### config.mk
export PLATFORM = sky130hd
export DESIGN_NAME = datapath_core_param
export DESIGN_NICKNAME = d
export VERILOG_FILES = /design/src/rtl/datapath_pkg.sv /design/src/rtl/datapath_regfile.sv /design/src/rtl/datapath_core_param.sv
export SDC_FILE = /design/constraint.sdc
export NUM_CORES = 1
export LEC_CHECK = 0
export CAP_MARGIN = 5
export CORE_MARGIN = 10
export CORE_UTILIZATION = 53
export DETAILED_ROUTE_END_ITERATION = 8
export GPL_TIMING_DRIVEN = 0
export PLACE_DENSITY = 0.77
export SYNTH_ARGS = -nofsm -noshare
export SYNTH_HDL_FRONTEND = slang
export SYNTH_HIERARCHICAL = 1
export SYNTH_SLANG_ARGS = --single-unit
### constraint.sdc
create_clock -name clk -period 4.1 [get_ports clk]
set_input_delay 0.82 -clock clk [delete_from_list [all_inputs] [get_ports clk]]
set_output_delay 0.82 -clock clk [all_outputs]
set_load 0.03 [all_outputs]
### src/rtl/datapath_pkg.sv
// Shared types and helpers for the parametrised datapath core.
//   op_e     : ALU opcode encoding (3 bits, MUL is the only multi-cycle op)
//   state_e  : multiply sequencer states
//   lane_of  : extracts one DW-bit lane from a zero-extended input bus;
//              a lane index past the last lane yields zero.
package datapath_pkg;

  typedef enum logic [2:0] {
    OP_ADD = 3'd0,
    OP_SHR = 3'd1,
    OP_SUB = 3'd2,
    OP_AND = 3'd3,
    OP_MOV = 3'd4,
    OP_OR  = 3'd5,
    OP_XOR = 3'd6,
    OP_MUL = 3'd7
  } op_e;

  typedef enum logic {
    ST_IDLE = 1'b0,
    ST_RUN  = 1'b1
  } state_e;

  // Widest NLANES*DW input bus the helper can carry.
  localparam int unsigned LANE_BUS_MAX = 4096;

  function automatic logic [LANE_BUS_MAX-1:0] lane_of(
    input logic [LANE_BUS_MAX-1:0] in_port,
    input int unsigned             sel,
    input int unsigned             dw,
    input int unsigned             nlanes
  );
    logic [LANE_BUS_MAX-1:0] mask;
    logic [LANE_BUS_MAX-1:0] result;
    mask = ~({LANE_BUS_MAX{1'b1}} << dw);
    if (sel >= nlanes) result = '0;
    else               result = (in_port >> (sel * dw)) & mask;
    return result;
  endfunction

endpackage

### src/rtl/datapath_regfile.sv
// Register bank for the datapath core: NREGS x DW, one write port, two
// asynchronous read ports, synchronous active-high clear.
// Configuration macro DATAPATH_BYPASS_EN: when defined, a read of the address
// being written in the same cycle returns the incoming write data; otherwise
// the read returns the stored (old) value.
// Ports:
//   clk, rst          clock, synchronous active-high reset
//   i_wen/i_wa/i_wdata write enable, address, data
//   i_raa/i_rab       read addresses for operands A and B
//   o_rda/o_rdb       read data for operands A and B
module datapath_regfile #(
  parameter int DW    = 8,
  parameter int NREGS = 16
) (
  input  logic                     clk,
  input  logic                     rst,
  input  logic                     i_wen,
  input  logic [$clog2(NREGS)-1:0] i_wa,
  input  logic [DW-1:0]            i_wdata,
  input  logic [$clog2(NREGS)-1:0] i_raa,
  input  logic [$clog2(NREGS)-1:0] i_rab,
  output logic [DW-1:0]            o_rda,
  output logic [DW-1:0]            o_rdb
);

  logic [DW-1:0] r_mem [NREGS];

  // NOTE: clearing every entry on reset keeps this as flops rather than a RAM
  // macro; the bank is small and must read as zero right after reset.
  always_ff @(posedge clk) begin
    if (rst) begin
      for (int i = 0; i < NREGS; i++) r_mem[i] <= '0;
    end else if (i_wen) begin
      r_mem[i_wa] <= i_wdata;
    end
  end

`ifdef DATAPATH_BYPASS_EN
  assign o_rda = (i_wen && (i_raa == i_wa)) ? i_wdata : r_mem[i_raa];
  assign o_rdb = (i_wen && (i_rab == i_wa)) ? i_wdata : r_mem[i_rab];
`else
  assign o_rda = r_mem[i_raa];
  assign o_rdb = r_mem[i_rab];
`endif

endmodule

### src/rtl/datapath_core_param.sv
// Parametrised datapath core: a register bank loaded from one selectable lane
// of a wide input port, and an ALU reading two registers into a registered
// OutPort / Flag. MUL is an iterative shift-add taking DW cycles, during which
// Busy is high and Op/RAA/RAB/Wen are ignored.
// Configuration macro DATAPATH_BYPASS_EN (see datapath_regfile) enables the
// same-cycle write-to-read bypass.
// Ports:
//   clk, rst  clock, synchronous active-high reset
//   InPort    NLANES lanes of DW bits; lane k = InPort[k*DW +: DW]
//   Sel       lane written on Wen (out-of-range lane writes 0)
//   Wen, WA   register write enable / address
//   RAA, RAB  operand read addresses
//   Op        ALU opcode (op_e)
//   OutPort   registered result, low OW bits
//   Flag      registered: full DW-bit result is zero
//   Busy      multiply in progress
module datapath_core_param
  import datapath_pkg::*;
#(
  parameter int DW     = 8,
  parameter int NLANES = 8,
  parameter int NREGS  = 16,
  parameter int OW     = 7
) (
  input  logic                      clk,
  input  logic                      rst,
  input  logic [NLANES*DW-1:0]      InPort,
  input  logic [$clog2(NLANES)-1:0] Sel,
  input  logic                      Wen,
  input  logic [$clog2(NREGS)-1:0]  WA,
  input  logic [$clog2(NREGS)-1:0]  RAA,
  input  logic [$clog2(NREGS)-1:0]  RAB,
  input  logic [2:0]                Op,
  output logic [OW-1:0]             OutPort,
  output logic                      Flag,
  output logic                      Busy
);

  localparam int CW = $clog2(DW + 1);

  state_e          r_state, w_state_nx;
  logic [DW-1:0]   r_acc, w_acc_nx;
  logic [DW-1:0]   r_mcand, w_mcand_nx;
  logic [DW-1:0]   r_mplier, w_mplier_nx;
  logic [CW-1:0]   r_cnt, w_cnt_nx;
  logic [OW-1:0]   r_out, w_out_nx;
  logic            r_flag, w_flag_nx;

  logic [DW-1:0]   w_lane;
  logic [DW-1:0]   w_a, w_b;
  logic [DW-1:0]   w_alu;
  logic [DW-1:0]   w_acc_sum;
  logic            w_wen;

  always_comb begin
    w_lane = DW'(lane_of(LANE_BUS_MAX'(InPort), 32'(Sel), DW, NLANES));
  end

  // Writes are dropped while the multiplier owns the datapath.
  assign w_wen = Wen && (r_state == ST_IDLE);

  datapath_regfile #(
    .DW    (DW),
    .NREGS (NREGS)
  ) u_regfile (
    .clk     (clk),
    .rst     (rst),
    .i_wen   (w_wen),
    .i_wa    (WA),
    .i_wdata (w_lane),
    .i_raa   (RAA),
    .i_rab   (RAB),
    .o_rda   (w_a),
    .o_rdb   (w_b)
  );

  // NOTE: every combinational output gets a default before the case so no
  // path leaves it unassigned, which would otherwise infer a latch.
  always_comb begin
    w_alu = '0;
    unique case (op_e'(Op))
      OP_ADD: w_alu = w_a + w_b;
      OP_SHR: w_alu = w_a >> 1;
      OP_SUB: w_alu = w_a - w_b;
      OP_AND: w_alu = w_a & w_b;
      OP_MOV: w_alu = w_a;
      OP_OR:  w_alu = w_a | w_b;
      OP_XOR: w_alu = w_a ^ w_b;
      OP_MUL: w_alu = '0;
      default: w_alu = '0;
    endcase
  end

  // One shift-add step: add the shifted multiplicand when the current
  // multiplier LSB is set. Truncation to DW bits gives the low product bits.
  assign w_acc_sum = r_acc + (r_mplier[0] ? r_mcand : '0);

  always_comb begin
    w_state_nx  = r_state;
    w_acc_nx    = r_acc;
    w_mcand_nx  = r_mcand;
    w_mplier_nx = r_mplier;
    w_cnt_nx    = r_cnt;
    w_out_nx    = r_out;
    w_flag_nx   = r_flag;
    unique case (r_state)
      ST_IDLE: begin
        if (op_e'(Op) == OP_MUL) begin
          w_state_nx  = ST_RUN;
          w_acc_nx    = '0;
          w_mcand_nx  = w_a;
          w_mplier_nx = w_b;
          w_cnt_nx    = CW'(DW);
        end else begin
          w_out_nx  = w_alu[OW-1:0];
          w_flag_nx = (w_alu == '0);
        end
      end
      ST_RUN: begin
        w_acc_nx    = w_acc_sum;
        w_mcand_nx  = r_mcand << 1;
        w_mplier_nx = r_mplier >> 1;
        w_cnt_nx    = r_cnt - CW'(1);
        if (r_cnt == CW'(1)) begin
          w_state_nx = ST_IDLE;
          w_out_nx   = w_acc_sum[OW-1:0];
          w_flag_nx  = (w_acc_sum == '0);
        end
      end
      default: w_state_nx = ST_IDLE;
    endcase
  end

  // NOTE: state registers use non-blocking assignment so every flop samples
  // the pre-edge values regardless of statement order.
  always_ff @(posedge clk) begin
    if (rst) begin
      r_state  <= ST_IDLE;
      r_acc    <= '0;
      r_mcand  <= '0;
      r_mplier <= '0;
      r_cnt    <= '0;
      r_out    <= '0;
      r_flag   <= 1'b0;
    end else begin
      r_state  <= w_state_nx;
      r_acc    <= w_acc_nx;
      r_mcand  <= w_mcand_nx;
      r_mplier <= w_mplier_nx;
      r_cnt    <= w_cnt_nx;
      r_out    <= w_out_nx;
      r_flag   <= w_flag_nx;
    end
  end

  assign OutPort = r_out;
  assign Flag    = r_flag;
  assign Busy    = (r_state == ST_RUN);

endmodule
# Yosys cells after proc, flatten, opt, wreduce, memory -nomap -nowiden
# Memory sizes are Yosys's and may differ from the RTL's.
# Cells that the tools add are included.
# Widths: inputs -> output; s select.
[word_totals] ff_bits=37 latchBits=0 mem_bits_rw=128 romBits=0 word_cells=61 mem_count=1
[memory_table] name="u_regfile.r_mem" words=16 width=8 read_ports=2 rd_ports_with_merged_regs=0 wr=16 line_no="datapath_regfile.sv:26" text="logic [DW-1:0] r_mem [NREGS];"
[op_classes] n_addsub=4 mul=0 div=0 n_lt_le_gt_ge=0 eq_ne=11 n_shift=1 n_mux=27 n_bitwise=4 reduce_logical=6
[op_table] cell="$pmux 8 s8" n=1
[op_table] cell="$shr 64x6->8" n=1
[op_table] cell="$pmux 8 s2" n=3
[op_table] cell="$mux 8" n=5
[op_table] cell="$add 8x8->8" n=2
[op_table] cell="$logic_not 8->1" n=2
[op_table] cell="$mux 7" n=2
[op_table] cell="$pmux 7 s2" n=1
[op_table] cell="$eq 3x3->1 const B" n=4
[op_table] cell="$mux 1" n=10
[op_table] cell="$and 8x8->8" n=1
[op_table] cell="$mux 4" n=2
[op_table] cell="$or 8x8->8" n=1
[op_table] cell="$pmux 4 s2" n=1
[op_table] cell="$reduce_or 8->1" n=1
[op_table] cell="$sub 8x8->8" n=1
[op_table] cell="$xor 8x8->8" n=1
[op_table] cell="$eq 3x2->1 const B" n=2
[op_table] cell="$eq 4x1->1 const B" n=1
[op_table] cell="$ne 2x1->1 const B" n=2
[op_table] cell="$pmux 1 s2" n=2
[op_table] cell="$sub 4x1->4 const B" n=1
[op_table] cell="$eq 3x1->1 const B" n=1
[op_table] cell="$logic_not 3->1" n=1
[op_table] cell="4 further kinds" n=4

# Depth between registers and ports, before layout
[logic_depth] word_depth=7 ltp_mapped=17

# By module
# Netlist, hierarchy kept.
[by_module_without_submodules] module="datapath_regfile" n_inst=1 cells_per_inst=445 area_each_um2=6802.8
[by_module_without_submodules] module="datapath_core_param" n_inst=1 cells_per_inst=432 area_each_um2=3524.6

# Worst setup path before layout
# OpenSTA, ideal clock, no wires.
[synth_path] kind="input to register" start="in RAB[0]" end="reg r_out[6], in the netlist OutPort[6]" arrival_time_ps=3988 required_time_ps=3970 setup_slack_ps=-18 path_stages=16 n_path_buf=2 cell_sequence="buf_2 > buf_2 > mux4_2 > a22oi_1 > nand2_1 > inv_1 > ha_1 > nand2_1 > o41ai_1 > xnor2_1 > ha_1 > or3_1 > or3_1 > nand3_2 > o211a_1 > nor3_2"
[synth_between] elab_chain_cells=5 elab_cells_between_ends=9 cone_classes="add/sub: 2; mux: 3; bitwise: 3; memory: 1"
[synth_lines] item="from (decl)" line_no="datapath_core_param.sv:32" text="input logic [$clog2(NREGS)-1:0] RAB,"
[synth_lines] item="$mem_v2 16x8 *"
[synth_lines] item="named net w_b[0]" line_no="datapath_core_param.sv:50" text="logic [DW-1:0] w_a, w_b;"
[synth_lines] item="$sub 8x8->8 or $add 8x8->8 (tied branches)" line_no="datapath_core_param.sv:84, datapath_core_param.sv:82"
[synth_lines] item="$pmux 8 s8 *" line_no="datapath_core_param.sv:81" text="unique case (op_e'(Op))"
[synth_lines] item="$mux 7 *" line_no="datapath_core_param.sv:108" text="if (op_e'(Op) == OP_MUL) begin"
[synth_lines] item="$pmux 7 s2 *" line_no="datapath_core_param.sv:106" text="unique case (r_state)"
[synth_lines] item="to (signal assigned)" line_no="datapath_core_param.sv:151" text="r_out <= w_out_nx;"
[synth_lines] item="to (decl)" line_no="datapath_core_param.sv:46" text="logic [OW-1:0] r_out, w_out_nx;"
# Mark *: on every way through the listed nets, which the timed path passes. The rest lies on a longest branch. The select of a mux whose other input is x is not followed.
# A chain may end at the register's enable or synchronous reset.

# Worst setup path after layout
[layout_path] start="in RAB[1]" end="reg r_out[3], in the netlist OutPort[3]"
# Same word-level chain as after synthesis.

==> flow_summary.ini <==
[worst_setup_path]
critical_path_buf_inv_count = 4
reg2reg_depth = 14
crit_chain = clkdlybuf4s15_1 -> buf_6 -> mux4_2 -> a22oi_1 -> nand2_2 -> inv_1 -> ha_1 -> a21o_1 -> inv_1 -> ha_1 -> nor2b_1 -> o21ai_0 -> or3b_2 -> a21oi_1 -> o311a_1 -> nor3_1
cp_slowest_stage_delay_ps = 450
crit_path_end_kind = flop
crit_family = compound AO/OA/AOI/OAI gates
worstPathArrival_ps = 4330
required_ps = 4400
startpoint_type = input port
critical-path-slowest-cell = or3b_2
worstPathMaxFanout = 10
path_class = input port to flop
critical_path_depth = 16

[route]
vias = 7841
ant_nets = 0
drc_errors = 0
firstDrtPassIters = 5
avgRoutedWirePerCell_um = 22.7
drt_wl_total_um = 28400
viasPerCell = 6.25
first_iter_violations = 807

[cells_and_area]
fin_nets = 1102
drive_gt1_frac = 0.191
antennaDiodeCount = 0
fin_util = 0.646
fin_cells = 1255
n_fill_cell = 1443
syn2layout_area_growth_pct = 18.5

[floorplanning]
core_um2 = 19000
fp.dieH_um = 160
die-area_um2 = 25500
die_w_um = 160
initial_utilization = 0.545
core.rowCount = 50
io-pin-count = 94

[yosys]
synth_cells = 877
yosysUniqueCellTypes = 70
ys_warn_count = 6
synth_fp_nets = 997
ys.flop_type = edfxtp_1
yosysSeqAreaShare = 0.444
synth_area_um2 = 10300
synth_top_area_cell = edfxtp_1
ys_ff_latch = 165
syn_area_per_cell_um2 = 11.8
synth_edf_count = 128
netlist_top_cells_area = edfxtp_1 37%, mux4_2 17%, and2_1 8.4%
ys_async_sr_fraction = 0
synth_top_area_share = 0.372

[clock_tree]
cts_tree = done
clk-insertion-delay-late_ps = 440
cts_buffers = 17
clockRootBuffer = clkbuf_16
clock_sinks = 165
clock_path_buffers = 2
hold_buffers = 0
clk_pin_slew_ps = 70
h-tree-depth = 4

[timing]
holdWs_ps = 465
fmax_ghz = 0.249
drv_slew = 0
slew_headroom = 0.205
tightest_slew_ps = 1180
fin_ws_ps = 78.4
hold_viol = 0
fin_skew_ps = 7.64
timing.final.crit_share = 0.981
fin_crit_ps = 4020
finalSetupViolations = 0

[grt]
antenna_found_initial = 0
grt_max_degree = 19
grtUsageTotal = 0.222
grt_first_pass_wirelength_um = 44200
grt_pass1_vias = 7842
grt_overflow = 0

[placement]
portBuffers = 87
post-place-ws_ps = -1070
dp.cells = 1224
hpwl_um = 21700
place_congestion = 0.917

[min_path]
hp-class = flop to flop
min_path_cells = 2

[job]
maxCapViolCount = 0

[power]
ir_drop_mv = 0.243
powerDensity_nw_per_um2 = 380
p_leak_nw = 4.50

[status]
status = complete, no violations
per-stage QoR:
step                total power [mW]  cell area [um^2]  setup TNS [ps]
floorplan                       2.63             10300               0
global placement                2.96             11500           -6170
detailed placement              2.98             11500           -6230
CTS                             4.65             12200               0
global route                    4.83             12200           -49.9
finish                          4.65             12200               0
worst register-to-register path, delay by kind of cell, from the launching register on:
family                   cells  cell delay [ps]
multiplexers                 1              530
adder cells (fa/ha/maj)      2              450
AO/OA/AOI/OAI                5             1100
AND/OR/NAND/NOR              4              800
flip-flops                   1              390
buffers and inverters        2              210
metal layers:
metal  GRT usage  share of wire
met5           0              0
met4      0.0821          0.029
met3      0.0555          0.084
met2       0.366           0.49
met1       0.276           0.40
final timing paths:
path / start / end / slack (ps)
min: r_acc[3] / r_acc[3] / 460
min reg2reg: r_acc[3] / r_acc[3] / 460
max: RAB[1] / OutPort[3] / 80
max reg2reg: u_regfile/r_mem[11][0] / OutPort[3] / 490
logic make-up after synthesis:
logic type,after synthesis,share of synthesized area
compound gates,147,0.0958
mux,97,0.192
fa+ha+maj,35,0.0439
buf+inv,82,0.0348
simple gates,336,0.177
flops,165,0.444
xor+xnor,15,0.0127
sequential cells by signal, summed over array words and instances, names as in the netlist:
register and flops:
u_regfile/r_mem 128, r_acc 8, r_mcand 8, r_mplier 8, OutPort 7, r_cnt 4
Busy 1, Flag 1
synth_stat cells, types with 15 or more instances:
| master | count |
|---|---|
| a21oi_1 | 52 |
| a22oi_1 | 34 |
| and2_1 | 138 |
| clkbuf_1 | 26 |
| dfxtp_1 | 37 |
| edfxtp_1 | 128 |
| ha_1 | 33 |
| inv_1 | 24 |
| mux4_2 | 80 |
| nand2_1 | 38 |
| nor2_1 | 83 |
| nor3_1 | 15 |
| or2_2 | 17 |
placed cells by master, fill, tap and decap left out, drive strengths merged, types with 4 or more instances in the layout:
master,count
o21ai,10
mux2,10
clkbuf,45
inv,34
xnor2,11
mux4,80
or2,19
a31oi,4
o22ai,10
nor3,17
a22oi,34
nor2,86
nor2b,9
edfxtp,128
nand2b,6
xor2,4
nand2,38
buf,28
a21oi,52
and2,138
mux2i,7
clkdlybuf4s50,86
ha,33
dfxtp,37
power by group:
part	leakage [nW]	switching, mW	internal [mW]
Sequential	1.52	0.0541	1.90
Clock	0.303	0.740	0.935
Combinational	2.68	0.567	0.462
area by class of cell:
cell class | instances | area [um^2] | share of cell area
multi-input cells | 630 | 5410 | 0.442
well taps | 260 | 325 | 0.0266
inverters | 25 | 93.8 | 0.00767
flip-flops and latches | 165 | 4580 | 0.375
clock buffers | 17 | 425 | 0.0348
plain buffers | 56 | 329 | 0.0269
repair buffers | 87 | 871 | 0.0712
clock inverters | 15 | 195 | 0.0160
timing repair:
item,4_1_cts,5_1_grt
buffers inserted,0,0
endpoints found under the setup margin,7,5
gates resized for setup,17,17
No activity file was read; power rests on OpenSTA's default activity.
